**src/rtl/axi_apb_bridge.sv**
```systemverilog
// AXI4 to APB4 bridge: one AXI transaction at a time, one APB transfer per beat.
// APB errors and access timeouts are returned to the AXI side as SLVERR.

package axi_apb_pkg;
  localparam int unsigned ID_WIDTH   = 4;
  localparam int unsigned ADDR_WIDTH = 32;
  localparam int unsigned DATA_WIDTH = 32;
  localparam int unsigned STRB_WIDTH = DATA_WIDTH / 8;

  typedef struct packed {
    logic [ID_WIDTH-1:0]   id;
    logic [ADDR_WIDTH-1:0] addr;
    logic [7:0]            len;
    logic [2:0]            size;
    logic [1:0]            burst;
    logic [2:0]            prot;
  } axi_ax_t;

  typedef struct packed {
    logic [DATA_WIDTH-1:0] data;
    logic [STRB_WIDTH-1:0] strb;
    logic                  last;
  } axi_w_t;

  typedef struct packed {
    logic [ID_WIDTH-1:0] id;
    logic [1:0]          resp;
  } axi_b_t;

  typedef struct packed {
    logic [ID_WIDTH-1:0]   id;
    logic [DATA_WIDTH-1:0] data;
    logic [1:0]            resp;
    logic                  last;
  } axi_r_t;

  typedef struct packed {
    axi_ax_t aw;
    logic    aw_valid;
    axi_w_t  w;
    logic    w_valid;
    logic    b_ready;
    axi_ax_t ar;
    logic    ar_valid;
    logic    r_ready;
  } axi_req_t;

  typedef struct packed {
    logic   aw_ready;
    logic   w_ready;
    axi_b_t b;
    logic   b_valid;
    logic   ar_ready;
    axi_r_t r;
    logic   r_valid;
  } axi_resp_t;
endpackage

module axi_apb_bridge #(
  parameter int unsigned ID_WIDTH = axi_apb_pkg::ID_WIDTH,
  parameter int unsigned TIMEOUT  = 256,
  parameter type axi_req_t  = axi_apb_pkg::axi_req_t,
  parameter type axi_resp_t = axi_apb_pkg::axi_resp_t
) (
  input  logic        clk,
  input  logic        rst,
  input  axi_req_t    axi_req_i,
  output axi_resp_t   axi_resp_o,
  output logic [31:0] paddr,
  output logic        psel,
  output logic        penable,
  output logic        pwrite,
  output logic [31:0] pwdata,
  output logic [3:0]  pstrb,
  output logic [2:0]  pprot,
  input  logic [31:0] prdata,
  input  logic        pready,
  input  logic        pslverr
);

  localparam int unsigned CNT_W = (TIMEOUT > 1) ? $clog2(TIMEOUT) : 1;
  localparam logic [1:0] BURST_FIXED = 2'b00;
  localparam logic [1:0] BURST_WRAP  = 2'b10;
  localparam logic [1:0] RESP_OKAY   = 2'b00;
  localparam logic [1:0] RESP_SLVERR = 2'b10;

  typedef enum logic [2:0] {IDLE, W_WAIT, SETUP, ACCESS, B_RESP, R_DATA} state_t;

  state_t              state_q, state_d;
  logic                prio_wr_q;
  logic [ID_WIDTH-1:0] id_q;
  logic [31:0]         addr_q;
  logic [7:0]          len_q;
  logic [7:0]          beats_q;
  logic [1:0]          burst_q;
  logic [2:0]          prot_q;
  logic                write_q;
  logic [31:0]         wdata_q;
  logic [3:0]          wstrb_q;
  logic                err_q;
  logic                beat_err_q;
  logic                last_q;
  logic [31:0]         rdata_q;
  logic [CNT_W-1:0]    cnt_q;

  logic ar_take_c, aw_take_c, timeout_c, access_done_c, beat_err_c;
  logic unused_c;

  assign unused_c = ^{axi_req_i.aw.size, axi_req_i.ar.size, axi_req_i.w.last};

  assign timeout_c     = (TIMEOUT != 0) && (cnt_q == CNT_W'(TIMEOUT - 1));
  assign access_done_c = pready | timeout_c;
  assign beat_err_c    = pready ? pslverr : 1'b1;

  // Next beat address; WRAP windows are (len+1)*4 bytes, len+1 a power of two.
  function automatic logic [31:0] next_addr(input logic [31:0] a, input logic [7:0] len,
                                            input logic [1:0] burst);
    logic [31:0] inc;
    logic [31:0] mask;
    inc  = a + 32'd4;
    mask = {22'd0, len, 2'b11};
    case (burst)
      BURST_FIXED: next_addr = a;
      BURST_WRAP:  next_addr = (a & ~mask) | (inc & mask);
      default:     next_addr = inc;
    endcase
  endfunction

  always_ff @(posedge clk) begin
    if (rst) state_q <= IDLE;
    else     state_q <= state_d;
  end

  always_comb begin
    state_d    = state_q;
    ar_take_c  = 1'b0;
    aw_take_c  = 1'b0;
    axi_resp_o = '0;
    case (state_q)
      IDLE: begin
        ar_take_c = axi_req_i.ar_valid & (~axi_req_i.aw_valid | ~prio_wr_q);
        aw_take_c = axi_req_i.aw_valid & (~axi_req_i.ar_valid | prio_wr_q);
        if (ar_take_c)      state_d = SETUP;
        else if (aw_take_c) state_d = W_WAIT;
      end
      W_WAIT: if (axi_req_i.w_valid) state_d = SETUP;
      SETUP:  state_d = ACCESS;
      ACCESS: begin
        if (access_done_c) begin
          if (!write_q)          state_d = R_DATA;
          else if (beats_q != 0) state_d = W_WAIT;
          else                   state_d = B_RESP;
        end
      end
      R_DATA: if (axi_req_i.r_ready) state_d = last_q ? IDLE : SETUP;
      B_RESP: if (axi_req_i.b_ready) state_d = IDLE;
      default: state_d = IDLE;
    endcase
    axi_resp_o.ar_ready = ar_take_c;
    axi_resp_o.aw_ready = aw_take_c;
    axi_resp_o.w_ready  = (state_q == W_WAIT);
    axi_resp_o.b_valid  = (state_q == B_RESP);
    axi_resp_o.b.id     = id_q;
    axi_resp_o.b.resp   = err_q ? RESP_SLVERR : RESP_OKAY;
    axi_resp_o.r_valid  = (state_q == R_DATA);
    axi_resp_o.r.id     = id_q;
    axi_resp_o.r.data   = rdata_q;
    axi_resp_o.r.resp   = beat_err_q ? RESP_SLVERR : RESP_OKAY;
    axi_resp_o.r.last   = last_q;
  end

  // Transaction context, per-beat data and the access timeout counter.
  always_ff @(posedge clk) begin
    if (rst) begin
      prio_wr_q  <= 1'b0;
      id_q       <= '0;
      addr_q     <= '0;
      len_q      <= '0;
      beats_q    <= '0;
      burst_q    <= '0;
      prot_q     <= '0;
      write_q    <= 1'b0;
      wdata_q    <= '0;
      wstrb_q    <= '0;
      err_q      <= 1'b0;
      beat_err_q <= 1'b0;
      last_q     <= 1'b0;
      rdata_q    <= '0;
      cnt_q      <= '0;
    end else begin
      case (state_q)
        IDLE: begin
          if (ar_take_c) begin
            prio_wr_q <= 1'b1;
            id_q      <= axi_req_i.ar.id;
            addr_q    <= axi_req_i.ar.addr;
            len_q     <= axi_req_i.ar.len;
            beats_q   <= axi_req_i.ar.len;
            burst_q   <= axi_req_i.ar.burst;
            prot_q    <= axi_req_i.ar.prot;
            write_q   <= 1'b0;
            wstrb_q   <= '0;
            err_q     <= 1'b0;
          end else if (aw_take_c) begin
            prio_wr_q <= 1'b0;
            id_q      <= axi_req_i.aw.id;
            addr_q    <= axi_req_i.aw.addr;
            len_q     <= axi_req_i.aw.len;
            beats_q   <= axi_req_i.aw.len;
            burst_q   <= axi_req_i.aw.burst;
            prot_q    <= axi_req_i.aw.prot;
            write_q   <= 1'b1;
            err_q     <= 1'b0;
          end
        end
        W_WAIT: begin
          if (axi_req_i.w_valid) begin
            wdata_q <= axi_req_i.w.data;
            wstrb_q <= axi_req_i.w.strb;
          end
        end
        SETUP: cnt_q <= '0;
        ACCESS: begin
          if (access_done_c) begin
            err_q      <= err_q | beat_err_c;
            beat_err_q <= beat_err_c;
            rdata_q    <= prdata;
            last_q     <= (beats_q == 0);
            if (beats_q != 0) begin
              beats_q <= beats_q - 8'd1;
              addr_q  <= next_addr(addr_q, len_q, burst_q);
            end
          end else begin
            cnt_q <= cnt_q + CNT_W'(1);
          end
        end
        default: ;
      endcase
    end
  end

  assign psel    = (state_q == SETUP) || (state_q == ACCESS);
  assign penable = (state_q == ACCESS);
  assign paddr   = {addr_q[31:2], 2'b00};
  assign pwrite  = write_q;
  assign pwdata  = wdata_q;
  assign pstrb   = wstrb_q;
  assign pprot   = prot_q;

endmodule

```
**config.mk**
```make
export PLATFORM = sky130hd
export DESIGN_NAME = axi_apb_bridge
export DESIGN_NICKNAME = d
export VERILOG_FILES = /design/src/rtl/axi_apb_bridge.sv
export SDC_FILE = /design/constraint.sdc
export NUM_CORES = 1
export LEC_CHECK = 0
export CAP_MARGIN = 20
export CORE_MARGIN = 5
export CORE_UTILIZATION = 36
export CTS_CLUSTER_SIZE = 16
export DETAILED_ROUTE_END_ITERATION = 7
export MAX_ROUTING_LAYER = met4
export PLACE_DENSITY = 0.71
export SLEW_MARGIN = 0
export SYNTH_ARGS = -nofsm -noshare
export SYNTH_HDL_FRONTEND = slang
export SYNTH_SLANG_ARGS = --single-unit
```
**constraint.sdc**
```tcl
create_clock -name clk -period 2.55 [get_ports clk]
set_input_delay 0.51 -clock clk [delete_from_list [all_inputs] [get_ports clk]]
set_output_delay 0.51 -clock clk [all_outputs]
set_load 0.02 [all_outputs]
```
; ---- After elaboration in Yosys (flattened, before gate mapping)
; Index checks and enable logic that the tools add are counted.
[totals]
ff_bits = 141
latch_bits = 0
ram_bits = 0
mem_bits_ro = 0
in_bits = 182
output_inout_bits = 124
word_cells = 111
mem_count = 0
[op_classes]
add_sub_neg = 3
n_mul = 0
div = 0
n_lt_le_gt_ge = 0
n_eq_ne = 17
shift = 0
n_mux = 44
n_bitwise = 13
n_reduce_logical = 18
[op_table]
columns = operator, n
row1 = $mux 32, 4
row2 = $pmux 32 s2, 2
row3 = $mux 8, 5
row4 = $add 32x3->32 const B, 1
row5 = $and 32x10->32, 1
row6 = $and 32x32->32, 1
row7 = $not 10->32, 1
row8 = $or 32x32->32, 1
row9 = $pmux 8 s2, 2
row10 = $mux 3, 10
row11 = $pmux 3 s6, 1
row12 = $mux 4, 4
row13 = $ne 2x2->1 const B, 6
row14 = $mux 2, 5
row15 = $reduce_and 5->1, 2
row16 = $mux 1, 9
row17 = $add 8x1->8 const B, 1
row18 = $eq 8x8->1 const B, 1
row19 = $logic_not 8->1, 1
row20 = $pmux 4 s2, 1
row21 = $reduce_and 2->1, 4
row22 = $reduce_bool 2->1, 4
row23 = $reduce_bool 8->1, 1
row24 = $sub 8x1->8 const B, 1
row25 = 15 further kinds, 26

; ---- Logic depth before layout (Yosys ltp)
[depth]
depth_word = 7
depth_mapped = 12

; ---- Worst setup path before layout
; Ideal clock, no wire load.
[synth_path]
kind = reg2reg
startpoint = register addr_q[2]
endpoint = register addr_q[30]
arrival_time_ps = 1902
t_required_ps = 2459
setup_slack_ps = 557
path_stages_with_launch = 8
period_less_slack_ps = 1993
path_cell_list = dfxtp_1 ha_1 nand4_2 nor4_2 nand3_2 o22ai_1 a21oi_1 a311oi_1
[synth_between]
elab_chain_len = 7
[synth_lines]
columns = element, line
row1 = from (decl), 92  ; logic [31:0] addr_q;
row2 = from (signal assigned), 196  ; addr_q <= axi_req_i.ar.addr;
row3 = from (signal assigned), 207  ; addr_q <= axi_req_i.aw.addr;
row4 = from (signal assigned), 231  ; addr_q <= next_addr(addr_q, len_q, burst_q);
row5 = $add 32x3->32 (*), 120  ; inc = a + 32'd4;
row6 = $and 32x10->32, 124  ; BURST_WRAP: next_addr = (a & ~mask) | (inc & mask);
row7 = $or 32x32->32, 124
row8 = $pmux 32 s2 (*), 122  ; case (burst)
row9 = $mux 32 (*), 229  ; if (beats_q != 0) begin
row10 = $mux 32 (*), 224  ; if (access_done_c) begin
row11 = $pmux 32 s2 (*), 191  ; case (state_q)
; Every way passes the cells marked *; elsewhere a longest branch is shown, timed or not. The select of a mux whose other input is x is not followed.
; A chain may end at the register's enable or synchronous reset.

==> reports/results.ini <==
[cells_and_area]
nNetsFinal=1371
antenna_cells=0
multi_input_area_sq_um=3600
area_growth_pct=54.5
fin_cells=1432
final_layout_size_suffix_gt1_share_pct=7.93
regArea_sq_um=2790
nFillCells=1776
layout_commonest_cell=clkdlybuf4s50_1
mostFrequentLayoutCells=clkdlybuf4s50_1 (287), nand2_1 (217), a21oi_1 (138)

[synth]
syn_inst=916
avgSynthCellArea_sq_um=7.44
syn-cell-area_sq_um=6810
ys_seq_area_share_pct=40.8
yosys_most_used_dff=dfxtp_1
yosys_register_bits=139
yosys_warnings=0
yosysUniqueCellTypes=67
synth-edff-count=0
async_reset_ff_share_pct=0

[placed_design]
portBuffers=290
hpwl_um=16600
placed_cells=1400
gp_congestion=0.864

[global_routing]
grt_usage_pct=21.2
antenna_found_initial=0
grt_max_degree=65
first_global_vias=7251
grt_pass1_wl_um=36900
grt-ovfl-total=0

[routing]
drt_pass1_iterations=5
drt_wl_total_um=22900
drc_errors=0
drtIter0Drc=468
wl_per_cell_um=16.0
ant_nets=0
top_layer_used=met4
vias=7409
post_drt_via_cell_ratio=5.17
met3_length_um=1610
met1Wirelength_um=9960
wl_met2_um=11000

[timing]
maxSlewViolCount=0
min_period_ns=2.44
timing.final.crit_share_pct=95.9
clock_skew_ns=0.00970
hold_viol=0
max-slew-margin-rel_pct=53.4
holdWs_ns=0.377
setup_violations=0
fmax_mhz=409
rsz0062_at_grt=false
worst_slew_pin_slew_ns=0.700

[clock_tree]
cts_setup_buffers=0
cts_buffer_depth=2
clkSlewWorstSetupHoldPaths_ns=0.06
clock_sinks=139
holdBufCountCts=0
cts_buffers=17
cts_tree=yes
cts_root_buf=clkbuf_16
clk_latency_ns=0.42
h-tree-depth=4

[status]
status=completed

[critical_path]
cp.arrival_ns=1.93
worstSetupEndpointType=primary output
crit_type=primary input to primary output
worstPathRequired_ns=2.04
cp_max_fo=4
startpoint_type=primary input

[power]
p_per_area_nw_per_um2=789
leakage_uw=0.00375
ir_drop_mv=0.471
finalPower_uw=8300

[floorplan]
initial_core_util_pct=36.5
io_pins=306
design.core.area_sq_um=18600
die_w_um=148
dieArea_sq_um=21800
row_count=50
die_height_um=148

[min_path]
hold_class=primary input to flip-flop

[job]
drv_cap=0

[flip-flops by register name (all words and copies together) (netlist names), 2 cells and up, named ones only]
signal	cells
id_q	4
addr_q	23
cnt_q	8
beats_q	8
pprot	3
state_q	3
pstrb	4
pwdata	32
len_q	8
rdata_q	32
burst_q	2
[critical path: stages]
cell	delay, ns
clkdlybuf4s50_1	0.42
buf_4	0.15
nand2b_1	0.05
and3_1	0.17
clkdlybuf4s50_1	0.63
[worst paths after layout]
kind / from / endpoint / slack, ns / cells after the start
max reg2reg: state_q[1] / addr_q[15] / 0.45 / 9
min reg2reg: pwdata[30] / pwdata[30] / 0.45 / 2
max: axi_req_i[1] / axi_resp_o[49] / 0.11 / 5
min: rst / addr_q[17] / 0.38 / 2
[what timing repair did]
| action | in CTS | in global routing |
|---|---|---|
| hold endpoints to repair | 0 | 0 |
| resized for setup | 4 | 3 |
| pin swaps | 0 | 1 |
| setup endpoints to repair | 3 | 4 |
[per-stage QoR]
stage          worst slack (ns)  utilization, %  setup TNS, ns  cell area, sq um
2_1_floorplan             0.557               -              0              6820
3_3_place_gp            -0.0435            53.3        -0.0435              9930
3_5_place_dp            -0.0750            53.3         -0.128              9930
4_1_cts                  0.0204            56.4              0             10500
5_1_grt                  0.0174            56.5              0             10500
6_report                  0.105            56.5              0             10500
[logic make-up (layout without fill, tap and decap cells)]
family | count (synthesis) | after routing | share of synthesized area, %
AO/OA/AOI/OAI | 266 | 266 | 22.9
adder cells (fa/ha/maj) | 4 | 4 | 0.735
flip-flops | 139 | 139 | 40.8
other | 1 | 4 | 0.0550
buffers and inverters | 92 | 371 | 6.61
AND/OR/NAND/NOR | 396 | 396 | 26.3
XOR/XNOR | 5 | 5 | 0.643
multiplexers | 13 | 13 | 1.91
[layout make-up]
class / instances / area share, %
clock buffers: 18 / 4.17
clock inverters: 14 / 1.31
inverters: 18 / 0.642
multi-input cells: 688 / 34.2
flip-flops and latches: 139 / 26.5
well taps: 234 / 2.78
repair buffers: 321 / 30.4
[where the power goes]
part	total (uW)	internal [uW]	leakage, uW	switching [uW]
Clock	2410	1380	0.000266	1020
Combinational	3060	1390	0.00236	1670
Sequential	2840	2490	0.00113	345
Total	8300	5260	0.00375	3040
[cells in the mapped netlist (4+ instances only)]
library cell | n | area, sq um
a211oi_1 | 9 | 67.6
a21oi_1 | 138 | 691
a222oi_1 | 9 | 90.1
a22oi_1 | 4 | 30.0
a31oi_1 | 8 | 50.1
and2_1 | 4 | 25.0
buf_2 | 23 | 115
buf_4 | 14 | 105
clkbuf_1 | 30 | 113
dfxtp_1 | 139 | 2780
ha_1 | 4 | 50.1
inv_1 | 15 | 56.3
mux2i_1 | 13 | 130
nand2_1 | 218 | 818
nand2b_1 | 6 | 37.5
nand3_1 | 19 | 95.1
nand4_1 | 8 | 50.1
nor2_1 | 74 | 278
nor2b_1 | 4 | 25.0
nor3_1 | 24 | 120
nor4_1 | 11 | 68.8
o211ai_1 | 5 | 37.5
o21a_1 | 7 | 52.6
o21ai_0 | 54 | 270
o21ai_1 | 6 | 30.0
o32ai_1 | 6 | 52.6
xnor2_1 | 5 | 43.8
[layer usage]
layer | up-vias | GRT usage [%]
li1 | 3723 | -
met1 | 3409 | 26.0
met2 | 249 | 34.7
met3 | 28 | 5.03
met4 | 0 | 6.29
met5 | - | -
(Power assumes the default switching activity.)
